## src/rtl/shift_out_buffer.sv

```systemverilog
// Result buffer behind the 7-stage barrel shifter; optional SHIFT_OUT_BYPASS_EN forwards into an empty FIFO.
// Latency: result visible LAT edges after its accepting edge (LAT-1 via bypass); backpressure by credit on in_ready.

// sob_fifo: generic DEPTH-entry FIFO with registered count, any depth >= 1.
// Latency: one edge write-to-read; backpressure: writer must track credits, there is no full check.
module sob_fifo #(
  parameter  int W     = 8,
  parameter  int DEPTH = 16,
  localparam int AW    = (DEPTH > 1) ? $clog2(DEPTH) : 1,
  localparam int CW    = $clog2(DEPTH + 1)
) (
  input  logic          clk,
  input  logic          reset,
  input  logic          wr_vld_i,
  input  logic [W-1:0]  wr_dat_i,
  output logic          rd_vld_o,
  input  logic          rd_rdy_i,
  output logic [W-1:0]  rd_dat_o,
  output logic [CW-1:0] count_o
);
  logic [W-1:0]  mem_q [DEPTH];
  logic [AW-1:0] wr_ptr_q, wr_ptr_d;
  logic [AW-1:0] rd_ptr_q, rd_ptr_d;
  logic [CW-1:0] count_q, count_d;
  logic          pop;

  function automatic logic [AW-1:0] wrap_inc(input logic [AW-1:0] p);
    return (p == AW'(DEPTH - 1)) ? '0 : p + AW'(1);
  endfunction

  assign rd_vld_o = (count_q != '0);
  assign rd_dat_o = rd_vld_o ? mem_q[rd_ptr_q] : '0;
  assign count_o  = count_q;

  always_comb begin
    pop      = rd_vld_o & rd_rdy_i;
    wr_ptr_d = wr_vld_i ? wrap_inc(wr_ptr_q) : wr_ptr_q;
    rd_ptr_d = pop ? wrap_inc(rd_ptr_q) : rd_ptr_q;
    count_d  = count_q;
    case ({wr_vld_i, pop})
      2'b10:   count_d = count_q + CW'(1);
      2'b01:   count_d = count_q - CW'(1);
      default: count_d = count_q;
    endcase
  end

  always_ff @(posedge clk or posedge reset) begin
    if (reset) begin
      wr_ptr_q <= '0;
      rd_ptr_q <= '0;
      count_q  <= '0;
    end else begin
      wr_ptr_q <= wr_ptr_d;
      rd_ptr_q <= rd_ptr_d;
      count_q  <= count_d;
    end
  end

  // Storage is not reset; the read side masks it whenever count is zero.
  always_ff @(posedge clk) begin
    if (wr_vld_i) mem_q[wr_ptr_q] <= wr_dat_i;
  end
endmodule

module shift_out_buffer #(
  parameter  int LAT   = 7,
  parameter  int DEPTH = 16,
  parameter  int TAG_W = 4,
  localparam int CW    = $clog2(DEPTH + 1)
) (
  input  logic             clk,
  input  logic             reset,
  input  logic             in_valid,
  output logic             in_ready,
  input  logic [TAG_W-1:0] in_tag,
  input  logic [31:0]      shift_o,
  output logic             out_valid,
  input  logic             out_ready,
  output logic [31:0]      out_data,
  output logic [TAG_W-1:0] out_tag,
  output logic [CW-1:0]    occupancy
);
  localparam int IW = $clog2(LAT + 1);
  localparam int EW = 32 + TAG_W;

  logic [LAT-1:0]   vld_q, vld_d;
  logic [TAG_W-1:0] tag_q [LAT];
  logic [TAG_W-1:0] tag_d [LAT];
  logic [IW-1:0]    inflight_q, inflight_d;
  logic             acc, arr;
  logic [TAG_W-1:0] tail_tag;
  logic             fifo_wr_vld, fifo_rd_vld;
  logic [EW-1:0]    fifo_rd_dat;
  logic [CW-1:0]    fifo_count;

  // Credits come only from registers so in_ready has no path from in_valid or out_ready.
  assign in_ready  = (int'(inflight_q) + int'(fifo_count)) < DEPTH;
  assign acc       = in_valid & in_ready;
  assign arr       = vld_q[LAT-1];
  assign tail_tag  = tag_q[LAT-1];
  assign occupancy = fifo_count;

  always_comb begin
    vld_d    = vld_q;
    tag_d    = tag_q;
    vld_d[0] = acc;
    tag_d[0] = in_tag;
    for (int i = 1; i < LAT; i++) begin
      vld_d[i] = vld_q[i-1];
      tag_d[i] = tag_q[i-1];
    end
    case ({acc, arr})
      2'b10:   inflight_d = inflight_q + IW'(1);
      2'b01:   inflight_d = inflight_q - IW'(1);
      default: inflight_d = inflight_q;
    endcase
  end

  always_ff @(posedge clk or posedge reset) begin
    if (reset) begin
      vld_q      <= '0;
      inflight_q <= '0;
      for (int i = 0; i < LAT; i++) tag_q[i] <= '0;
    end else begin
      vld_q      <= vld_d;
      inflight_q <= inflight_d;
      tag_q      <= tag_d;
    end
  end

`ifdef SHIFT_OUT_BYPASS_EN
  logic byp_vld;

  // An arriving result skips the FIFO only when it is empty and the consumer takes it now.
  assign byp_vld     = arr & ~fifo_rd_vld;
  assign fifo_wr_vld = arr & ~(byp_vld & out_ready);
  assign out_valid   = fifo_rd_vld | byp_vld;
  assign {out_data, out_tag} = fifo_rd_vld ? fifo_rd_dat
                             : (byp_vld ? {shift_o, tail_tag} : '0);
`else
  assign fifo_wr_vld = arr;
  assign out_valid   = fifo_rd_vld;
  assign {out_data, out_tag} = fifo_rd_dat;
`endif

  sob_fifo #(
    .W     (EW),
    .DEPTH (DEPTH)
  ) u_fifo (
    .clk      (clk),
    .reset    (reset),
    .wr_vld_i (fifo_wr_vld),
    .wr_dat_i ({shift_o, tail_tag}),
    .rd_vld_o (fifo_rd_vld),
    .rd_rdy_i (out_ready),
    .rd_dat_o (fifo_rd_dat),
    .count_o  (fifo_count)
  );
endmodule

```

## config.mk

```make
export PLATFORM = sky130hd
export DESIGN_NAME = shift_out_buffer
export DESIGN_NICKNAME = d
export VERILOG_FILES = /design/src/rtl/shift_out_buffer.sv
export SDC_FILE = /design/constraint.sdc
export NUM_CORES = 1
export LEC_CHECK = 0
export CORE_ASPECT_RATIO = 1.4
export CORE_MARGIN = 2
export CORE_UTILIZATION = 50
export DETAILED_ROUTE_END_ITERATION = 16
export GPL_TIMING_DRIVEN = 0
export PLACE_DENSITY = 0.67
export SLEW_MARGIN = 20
export SYNTH_ARGS = -nofsm -noshare
export SYNTH_HDL_FRONTEND = slang
export SYNTH_SLANG_ARGS = --single-unit
```

## constraint.sdc

```tcl
create_clock -name clk -period 3.7 [get_ports clk]
set_input_delay 0.37 -clock clk [delete_from_list [all_inputs] [get_ports clk]]
set_output_delay 0.37 -clock clk [all_outputs]
set_load 0.03 [all_outputs]
```

==> impl_metrics.ini <==
[synth]
synth.avg_cell_area_um2 = 22.0
synth_area_leaders = edfxtp_1 (72%), mux4_2 (13%), dfrtp_1 (5.3%)
async_reset_ff_frac = 0.0813
ys_seq_area_frac = 0.773
ys_top_cells_by_count = edfxtp_1 (576), mux4_2 (142), nand3_1 (73)
synth_most_common_cell = edfxtp_1
synth-seq-cells = 627
syn-num-nets = 1144
yosysTopAreaCell = edfxtp_1
syn-instance-count = 1090
synth_top_area_share = 0.720
synth.distinct_cells = 45
synth_flop_cell = edfxtp_1
synth_edf_count = 576
synth_area_um2 = 24000
yosysWarnings = 0

[timing]
fin_setup_tns_ns = 0
setup_viol = 0
period_minus_slack_ns = 3.59
slew_headroom = 0.475
worst_pin_slew_ns = 0.788
max_freq_mhz = 279
drv_slew = 0
period_share = 0.969
hold_viol = 0
rsz0062_at_grt = false
hold_slack_ns = 0.216
finalClockSkew_ns = 0.0214

[route]
viasPerCell = 5.94
first_iter_violations = 1061
route.final.wire_length_um = 51300
drc = 0
drt-wirelength-per-cell_um = 27.0
vias = 11300
dr.pass1.iters = 7
antenna_left = 0

[cells_and_area]
fin_util = 0.577
multi_input_area_um2 = 5040
nets = 1283
area_delta_synth_final_pct = 14.6
register_area_um2 = 18600
fillerInstances = 3439
drive_gt1_frac = 0.236
diodes = 0

[pwr]
power_density_nw_per_um2 = 783
leakagePower_uw = 0.00914
peakVddDrop_v = 0.000538
combPwrFrac = 0.346
pwr-share-seq = 0.395
intPower_uw = 14600
p_sw_uw = 6970
sw_frac_of_total = 0.323
clockPowerShare = 0.259

[floorplanning]
die_height_um = 263
rows = 95
die_area_um2 = 49800
die_w_um = 189
pin_count = 83
initial_core_util = 0.504
core_area_um2 = 47700

[outcome]
status = finished clean

[cts]
cts_tree = yes
insertion_delay_ns = 0.60
clockRootBuffer = clkbuf_16
clockBufferDepth = 3
cts_max_level = 2
clock-sinks = 627
cts_buffers = 55
clkSlewWorstSetupHoldPaths_ns = 0.07
cts_hold_buf = 0

[setup_path]
r2r_setup_slack_ns = 0.57
crit_path_end_kind = primary output
timing.rr.end = u_fifo.count_o[4]
cp-start-kind = flip-flop
r2r_cells = 12
reg2reg_from = u_fifo.count_o[0]
critPathMaxFanout = 10
worstPathRequired_ns = 3.33
worstPathArrival_ns = 3.22
path_class = reg2out

[grt]
antenna_found_initial = 1
track_usage = 0.212
gr-total-overflow = 0
grt_pass1_wl_um = 77100
grt_start_max_net_pins = 38
grt_pass1_vias = 12200

[placed_design]
io_buffers = 82
dpl.hpwl_um = 29500
gp_congestion = 0.746

[worst_hold_path]
hp-class = in2async

[run]
maxCapViolCount = 0
## placed cells by master, fill, tap and decap left out, types with 6 or more instances in the layout
master	instances
nor2_1	6
clkbuf_2	12
dlymetal6s2s_1	20
and2_4	17
dfrtp_1	51
nand2_1	10
inv_1	10
buf_6	11
nand3_1	73
clkbuf_1	19
o21ai_0	6
buf_4	8
clkinv_1	13
clkbuf_16	57
mux2i_1	40
edfxtp_1	576
buf_2	24
o311ai_1	33
mux4_2	142
clkdlybuf4s50_1	58
ha_1	12
## worst max-delay path, stage by stage, from the launching register on
cell and delay (ns):
dfrtp_1 0.39, buf_2 0.15, buf_6 0.17, buf_6 0.19
mux4_2 0.36, mux2i_1 0.07, o311ai_1 0.48, clkdlybuf4s50_1 0.79
## worst max path at each step
| stage | endpoint | start | slack, ns |
|---|---|---|---|
| finish | out_data[31] | u_fifo.rd_ptr_q[1] | 0.11 |
| global route | out_data[20] | u_fifo.count_o[0] | 0.01 |
| CTS | out_tag[1] | u_fifo.rd_ptr_q[0] | 0.002 |
| detailed placement | out_data[9] | u_fifo.rd_ptr_q[3] | 0.13 |
| global placement | out_data[9] | u_fifo.rd_ptr_q[3] | 0.08 |
| floorplan | u_fifo.count_o[4] | u_fifo.count_o[0] | 0.85 |
## layer usage
layer / track usage / up-vias / share of wire
li1: - / 4824 / -
met1: 0.274 / 6087 / 0.40
met2: 0.377 / 324 / 0.54
met3: 0.0280 / 75 / 0.042
met4: 0.0591 / 2 / 0.022
met5: 0 / - / 0.00025
## power by group through the flow
stage	combinational, uW	clock (uW)	sequential [uW]
6_report	7470	5580	8510
5_1_grt	7950	5920	8560
4_1_cts	7640	5660	8510
3_5_place_dp	7620	0	8660
3_3_place_gp	7530	0	8660
2_1_floorplan	4920	0	8660
## flip-flops by register name, summed over array words and instances (netlist names)
| name | flops |
|---|---|
| u_fifo.rd_ptr_q | 4 |
| tail_tag | 4 |
| inflight_q | 3 |
| tag_d | 24 |
| vld_q | 7 |
| u_fifo.wr_ptr_q | 4 |
| u_fifo.count_o | 5 |
| u_fifo.mem_q | 576 |
## final cells by class
cell class,count,area share
Timing Repair Buffer,83,0.0325
Tap cell,630,0.0286
Clock inverter,27,0.00778
Multi-Input combinational cell,386,0.183
Clock buffer,74,0.0556
Sequential cell,627,0.675
Inverter,12,0.00164
Buffer,64,0.0156
## per-stage QoR
stage,setup WS (ns),total power [uW],std cells,area (um2)
2_1_floorplan,0.852,13600,1090,24000
3_3_place_gp,0.0770,16200,1802,25600
3_5_place_dp,0.132,16300,1803,25700
4_1_cts,0.00190,21800,1903,27500
5_1_grt,0.0140,22400,1903,27500
6_report,0.114,21600,1903,27500
## cells by family (layout without fill, tap and decap cells)
group,after synthesis,in the layout,share of synthesized area
buffers and inverters,77,260,0.0189
multiplexers,184,184,0.151
flip-flops,627,627,0.773
AND/OR/NAND/NOR,123,123,0.0267
XOR/XNOR,9,9,0.00328
adder cells (fa/ha/maj),14,14,0.00792
AO/OA/AOI/OAI,56,56,0.0186
## repair_timing
item | in CTS | in global routing
gates resized for setup | 20 | 29
gates cloned | 0 | 0
setup endpoints to repair | 36 | 28
setup buffers | 0 | 0
(Power assumes the default switching activity.)
